File: config.mk
export PLATFORM = sky130hd
export DESIGN_NAME = basic_datapath_regs
export DESIGN_NICKNAME = d
export VERILOG_FILES = /design/src/rtl/basic_datapath_regs.sv
export SDC_FILE = /design/constraint.sdc
export NUM_CORES = 2
export LEC_CHECK = 0
export CORE_ASPECT_RATIO = 1.75
export CORE_MARGIN = 8
export CORE_UTILIZATION = 35
export DETAILED_ROUTE_END_ITERATION = 8
export SYNTH_ARGS = -nofsm -noshare
export SYNTH_HDL_FRONTEND = slang
export SYNTH_SLANG_ARGS = --single-unit
export TNS_END_PERCENT = 5
File: constraint.sdc
create_clock -name clk -period 7.43 [get_ports clk]
set_input_delay 0.743 -clock clk [delete_from_list [all_inputs] [get_ports clk]]
set_output_delay 0.743 -clock clk [all_outputs]
set_load 0.01 [all_outputs]
File: src/rtl/basic_datapath_regs.sv
// Register and storage end of the basic computer.
// PC, AR, IR, DR, AC, V, word memory, SC and decodes.
module basic_datapath_regs #(
  parameter int ADDR_W    = 8,
  parameter int MEM_DEPTH = 256,
  parameter int SC_LAST   = 10,
  parameter     INIT_FILE = ""
) (
  input  logic        clk,
  input  logic        rst,
  input  logic        halt,
  input  logic        ar_we,
  input  logic [11:0] ar_d,
  input  logic [15:0] ir_d,
  input  logic        dr_we,
  input  logic [15:0] dr_d,
  input  logic        ac_we,
  input  logic [15:0] ac_d,
  input  logic        pc_incr,
  input  logic        v_en,
  input  logic        alu_v,
  input  logic        mem_we,
  output logic [11:0] pc,
  output logic [11:0] ar,
  output logic [15:0] ir,
  output logic [15:0] dr,
  output logic [15:0] ac,
  output logic        v_flag,
  output logic [15:0] m_data,
  output logic [3:0]  sc,
  output logic [15:0] t_dec,
  output logic [7:0]  d_dec,
  output logic        chk_incr_pc
);

  logic [15:0] mem [MEM_DEPTH];
  logic        halted;
  logic        wr_ok;

  assign halted = halt && (sc == 4'd0);
  assign wr_ok  = ~halted;

  always_ff @(posedge clk) begin
    if (rst) begin
      pc     <= '0;
      ar     <= '0;
      ir     <= '0;
      dr     <= '0;
      ac     <= '0;
      v_flag <= 1'b0;
      sc     <= '0;
    end else begin
      if (halted || sc == 4'(SC_LAST)) begin
        sc <= '0;
      end else begin
        sc <= sc + 4'd1;
      end
      if (wr_ok) begin
        if (ar_we)    ar     <= ar_d;
        if (t_dec[2]) ir     <= ir_d;
        if (dr_we)    dr     <= dr_d;
        if (ac_we)    ac     <= ac_d;
        if (pc_incr)  pc     <= pc + 12'd1;
        if (v_en)     v_flag <= alu_v;
      end
    end
  end

  always_ff @(posedge clk) begin
    if (!rst && wr_ok && mem_we) begin
      mem[ar[ADDR_W-1:0]] <= ac;
    end
  end

  assign m_data = mem[ar[ADDR_W-1:0]];

  assign t_dec = 16'd1 << sc;
  assign d_dec = 8'd1 << ir[14:12];

  assign chk_incr_pc = t_dec[6] & d_dec[7]
                     & ~ir[15] & ir[0]
                     & (ac == 16'd0);

endmodule

Word-level counts from Yosys, hierarchy flattened --
Memories as Yosys holds them, arrays and structs flattened. A register that Yosys moved wholly into a read port is not among the register bits. Index checks and enable logic that the tools add are counted.
Storage, ports and cells: flip-flop bits (word level) 77, output and inout port bits 118, bits in writable memories 4096, memories 1
Memory list:
- mem | depth 256, width 16, read ports 1, clocked after memory_dff 1, write ports 1, RTL line 36 | logic [15:0] mem [MEM_DEPTH];
Cells by class: eq/ne operators 1, reduce and logical (&&, ||, !) cells 14, $add $sub $neg 2, muxes and demuxes 4, shifts and indexed selects 2, bitwise gates (word level) 6
Operator list (count):
- $logic_not 16->1 | 1
- $mux 8 | 2
- $shl 1x4->16 const A | 1
- $add 12x1->12 const B | 1
- $reduce_and 2->1 | 6
- $shl 1x3->8 const A | 1
- $add 4x1->4 const B | 1
- $and 1x1->1 | 4
- $eq 4x4->1 const B | 1
- $logic_not 4->1 | 1
- $logic_and 1x1->1 | 3
- $mux 1 | 2
- $not 1->1 | 2
- $reduce_or 2->1 | 1
- $logic_not 1->1 | 1
- $logic_or 1x1->1 | 1

Longest topological paths before layout --
depth in word-level cells 7, gate-level depth with buffers 14

Worst setup path before layout --
Ideal clock, no wire load.
path type reg-to-output, start point register ac[1], end point output chk_incr_pc, path buffers 0, data required time 6.687 ns, stages on the path, launching flop included 4, arrival time 4.063 ns, path slack 2.624 ns, path through dfxtp_1 -> nor4_1 -> nand4_1 -> nor2_1
On the way: longest elaborated chain between the ends 2
RTL lines:
- start: declaration | RTL line 27 | output logic [15:0] ac,
- start signal: assignment | RTL line 49 | ac <= '0;
- start signal: assignment | RTL line 62 | if (ac_we) ac <= ac_d;
- $logic_not 16->1 | RTL line 82 | & (ac == 16'd0);
- $and 1x1->1 | RTL line 82
- end: declaration | RTL line 33 | output logic chk_incr_pc
Every way passes these cells.

==> insert_results.sql <==
INSERT INTO impl_metrics (metric_group, metric, value, unit) VALUES
('logic_synthesis', 'net_count_after_synthesis', '7781', ''),
('routing', 'total_vias_in_the_final_route', '82700', ''),
('min_path', 'hold_path_class', 'in -> reg', ''),
('finish', 'fillers', '40600', ''),
('timing', 'timing.slew.headroom', '-0.0256', ''),
('timing', 'setup_viol_count_final', '0', ''),
('logic_synthesis', 'synth-main-ff-cell', 'edfxtp_1', ''),
('routing', 'dr.first_iter.drc_count', '9222', ''),
('logic_synthesis', 'synth.cell_area', '163000', 'um2'),
('clock_network', 'cts.reportedPaths.clkPinSlew', '70', 'ps'),
('place', 'globalplace.congestion', '0.909', ''),
('place', 'number_of_port_buffers', '187', ''),
('floorplanning', 'floorplan.initialDensity', '0.351', ''),
('setup_path', 'cp_slowest_stage_delay', '870', 'ps'),
('routing', 'drt_pass1_iterations', '7', ''),
('logic_synthesis', 'async_reset_ff_frac', '0', ''),
('timing', 'final.min_clock_period', '7310', 'ps'),
('logic_synthesis', 'yosysWarningCount', '0', ''),
('flow_run', 'maxCapViolCount', '3', ''),
('floorplanning', 'coreArea', '463000', 'um2'),
('setup_path', 'critical_path.startpoint_type', 'flip-flop', ''),
('routing', 'detail_route.vias_per_cell', '5.59', ''),
('setup_path', 'crit_family', 'simple AND/OR/NAND/NOR gates', ''),
('timing', 'final.setup_skew', '82.2', 'ps'),
('logic_synthesis', 'postSynthAreaPerCell', '21.1', 'um2'),
('routing', 'routedWlPerCell', '32.3', 'um'),
('logic_synthesis', 'synthTopCellsByArea', 'edfxtp_1 (76%), mux4_2 (11%), mux2i_1 (2.3%), mux4_1 (1.7%), dfxtp_1 (1.0%)', ''),
('setup_path', 'cp_max_fo', '67', ''),
('setup_path', 'critical_path.most_common_cell', 'buf_4', ''),
('clock_network', 'numCtsBuffers', '376', ''),
('logic_synthesis', 'synthDominantCellAreaShare', '0.756', ''),
('floorplanning', 'top_level_ports', '188', ''),
('timing', 'max_slew.worst_pin.slew', '1520', 'ps'),
('clock_network', 'htreeDepth', '5', ''),
('finish', 'area_overhead_of_the_layout_relative_to_synthesis', '14.2', '%'),
('setup_path', 'required', '6690', 'ps'),
('setup_path', 'setup.worst_path.end_class', 'output pin', ''),
('floorplanning', 'dieHeight', '918', 'um'),
('routing', 'final_wirelength', '478', 'mm'),
('setup_path', 'timing.critical_path.slowest_stage_cell', 'or4_1', ''),
('logic_synthesis', 'synthesized_flop_and_latch_total', '4181', ''),
('clock_network', 'cts.root.buffer_cell', 'clkbuf_16', ''),
('outcome', 'run_status', 'finished with violations', ''),
('logic_synthesis', 'synth_seq_area_share', '0.767', ''),
('clock_network', 'ctsHoldBuffers', '0', ''),
('place', 'dp_hpwl', '306', 'mm'),
('clock_network', 'post-cts-setup-buffers', '0', ''),
('global_route', 'vias_in_the_first_global_route', '84100', ''),
('timing', 'rsz0062_at_grt', 'false', ''),
('global_route', 'grt_overflow_total', '0', ''),
('logic_synthesis', 'synth_edf_count', '4096', ''),
('setup_path', 'cp_num_buf_inv', '4', ''),
('clock_network', 'clock_latency', '980', 'ps'),
('power', 'power', '49.0', 'mW'),
('routing', 'route.antenna.remaining_nets', '0', ''),
('power', 'ir_worst_vdd', '0.191', 'mV'),
('global_route', 'global_route_usage_sum', '0.189', ''),
('power', 'leakage_power_of_the_design', '56.2', 'nW'),
('logic_synthesis', 'synthesis.instances', '7704', ''),
('floorplanning', 'die_width', '531', 'um'),
('global_route', 'grt_antenna_before_repair', '28', ''),
('clock_network', 'tritoncts_clock_tree', 'yes', ''),
('routing', 'residual_drc', '0', ''),
('setup_path', 'critical_path_class', 'reg -> out', ''),
('timing', 'number_of_max_slew_violations_in_the_final_report', '5', ''),
('clock_network', 'ctsResizeCount', '0', ''),
('timing', 'setup-tns-final', '0', 'ps'),
('logic_synthesis', 'synth_common_cells', 'edfxtp_1 (4096), mux4_2 (761), mux2i_1 (370)', ''),
('outcome', 'violated_checks', 'max-capacitance violations, max-slew violations', ''),
('timing', 'final_hold_viol_count', '0', ''),
('finish', 'util_after_layout', '0.401', '');
## path summary, 6_finish.rpt
path	from	end	slack [ps]	cells past startpoint
setup / recovery	flip-flop	m_data[7]	120	10
hold / removal	rst	ir[7]	230	2
setup reg to reg	sc[0]	mem[198][14]	2610	10
hold reg to reg	ar[8]	ar[8]	450	2
## metal layers
layer,global-route usage,share of wire,up-vias
li1,-,-,33600
met1,0.218,0.35,44400
met2,0.335,0.51,3775
met3,0.0275,0.066,920
met4,0.108,0.069,6
met5,0,0.000065,-
## through the flow
step	area, um2	hold WS, ps	setup slack, ps
finish	186000	231	116
global route	186000	241	5.86
CTS	186000	179	242
detailed placement	174000	447	1300
global placement	173000	443	915
floorplan	163000	481	2620
## cells in the final DEF (no fill, tap or decap), types with 91 or more instances in the layout
cell,netlist,routed
edfxtp_1,4096,4096
mux4_2,761,761
buf_4,38,475
clkbuf_16,0,385
mux2i_1,370,370
nor2_1,336,311
nand2_1,239,227
clkdlybuf4s50_1,0,184
a21oi_1,180,179
o22ai_1,135,135
nor3_1,135,129
mux2_2,122,122
o221ai_1,106,106
mux4_1,104,104
a221oi_1,98,98
o21ai_0,97,91
## where the power goes
group	switching, mW	leakage [nW]	internal [mW]
Combinational	2.13	12.6	1.10
Clock	8.71	5.94	10.9
Sequential	0.108	37.6	26.0
Total	10.9	56.2	38.0
## cell families after synthesis
group	after synthesis	share of synthesized area
multiplexers	1357	0.153
AO/OA/AOI/OAI	791	0.0340
XOR/XNOR	11	0.000592
flip-flops	4181	0.767
adder cells (fa/ha/maj)	7	0.000538
buffers and inverters	475	0.0204
AND/OR/NAND/NOR	882	0.0244
## worst register-to-register path: stages, from the launching register on
cell,delay [ps]
dfxtp_1,430
inv_1,100
ha_1,270
and2_1,180
a21oi_1,170
buf_4,250
nand2_1,150
nor3b_1,660
nand2_2,760
nor2_1,1150
buf_4,370
## state kept, by name, indices dropped and copies added, names as in the netlist, named ones only
register / flops
ar: 12
sc: 4
dr: 16
mem: 4096
ir: 16
pc: 12
v_flag: 1
ac: 16
## final cells by class
| type | count | area, um2 | area share |
|---|---|---|---|
| clock buffer | 457 | 9920 | 0.0534 |
| multi-input combinational | 3048 | 34900 | 0.188 |
| timing repair buffer | 696 | 6120 | 0.0329 |
| tap | 6160 | 7710 | 0.0415 |
| sequential | 4181 | 125000 | 0.672 |
| inverter | 7 | 40.0 | 0.000216 |
| clock inverter | 216 | 2250 | 0.0121 |
| antenna | 26 | 65.1 | 0.000350 |
No activity file was read; power rests on OpenSTA's default activity.
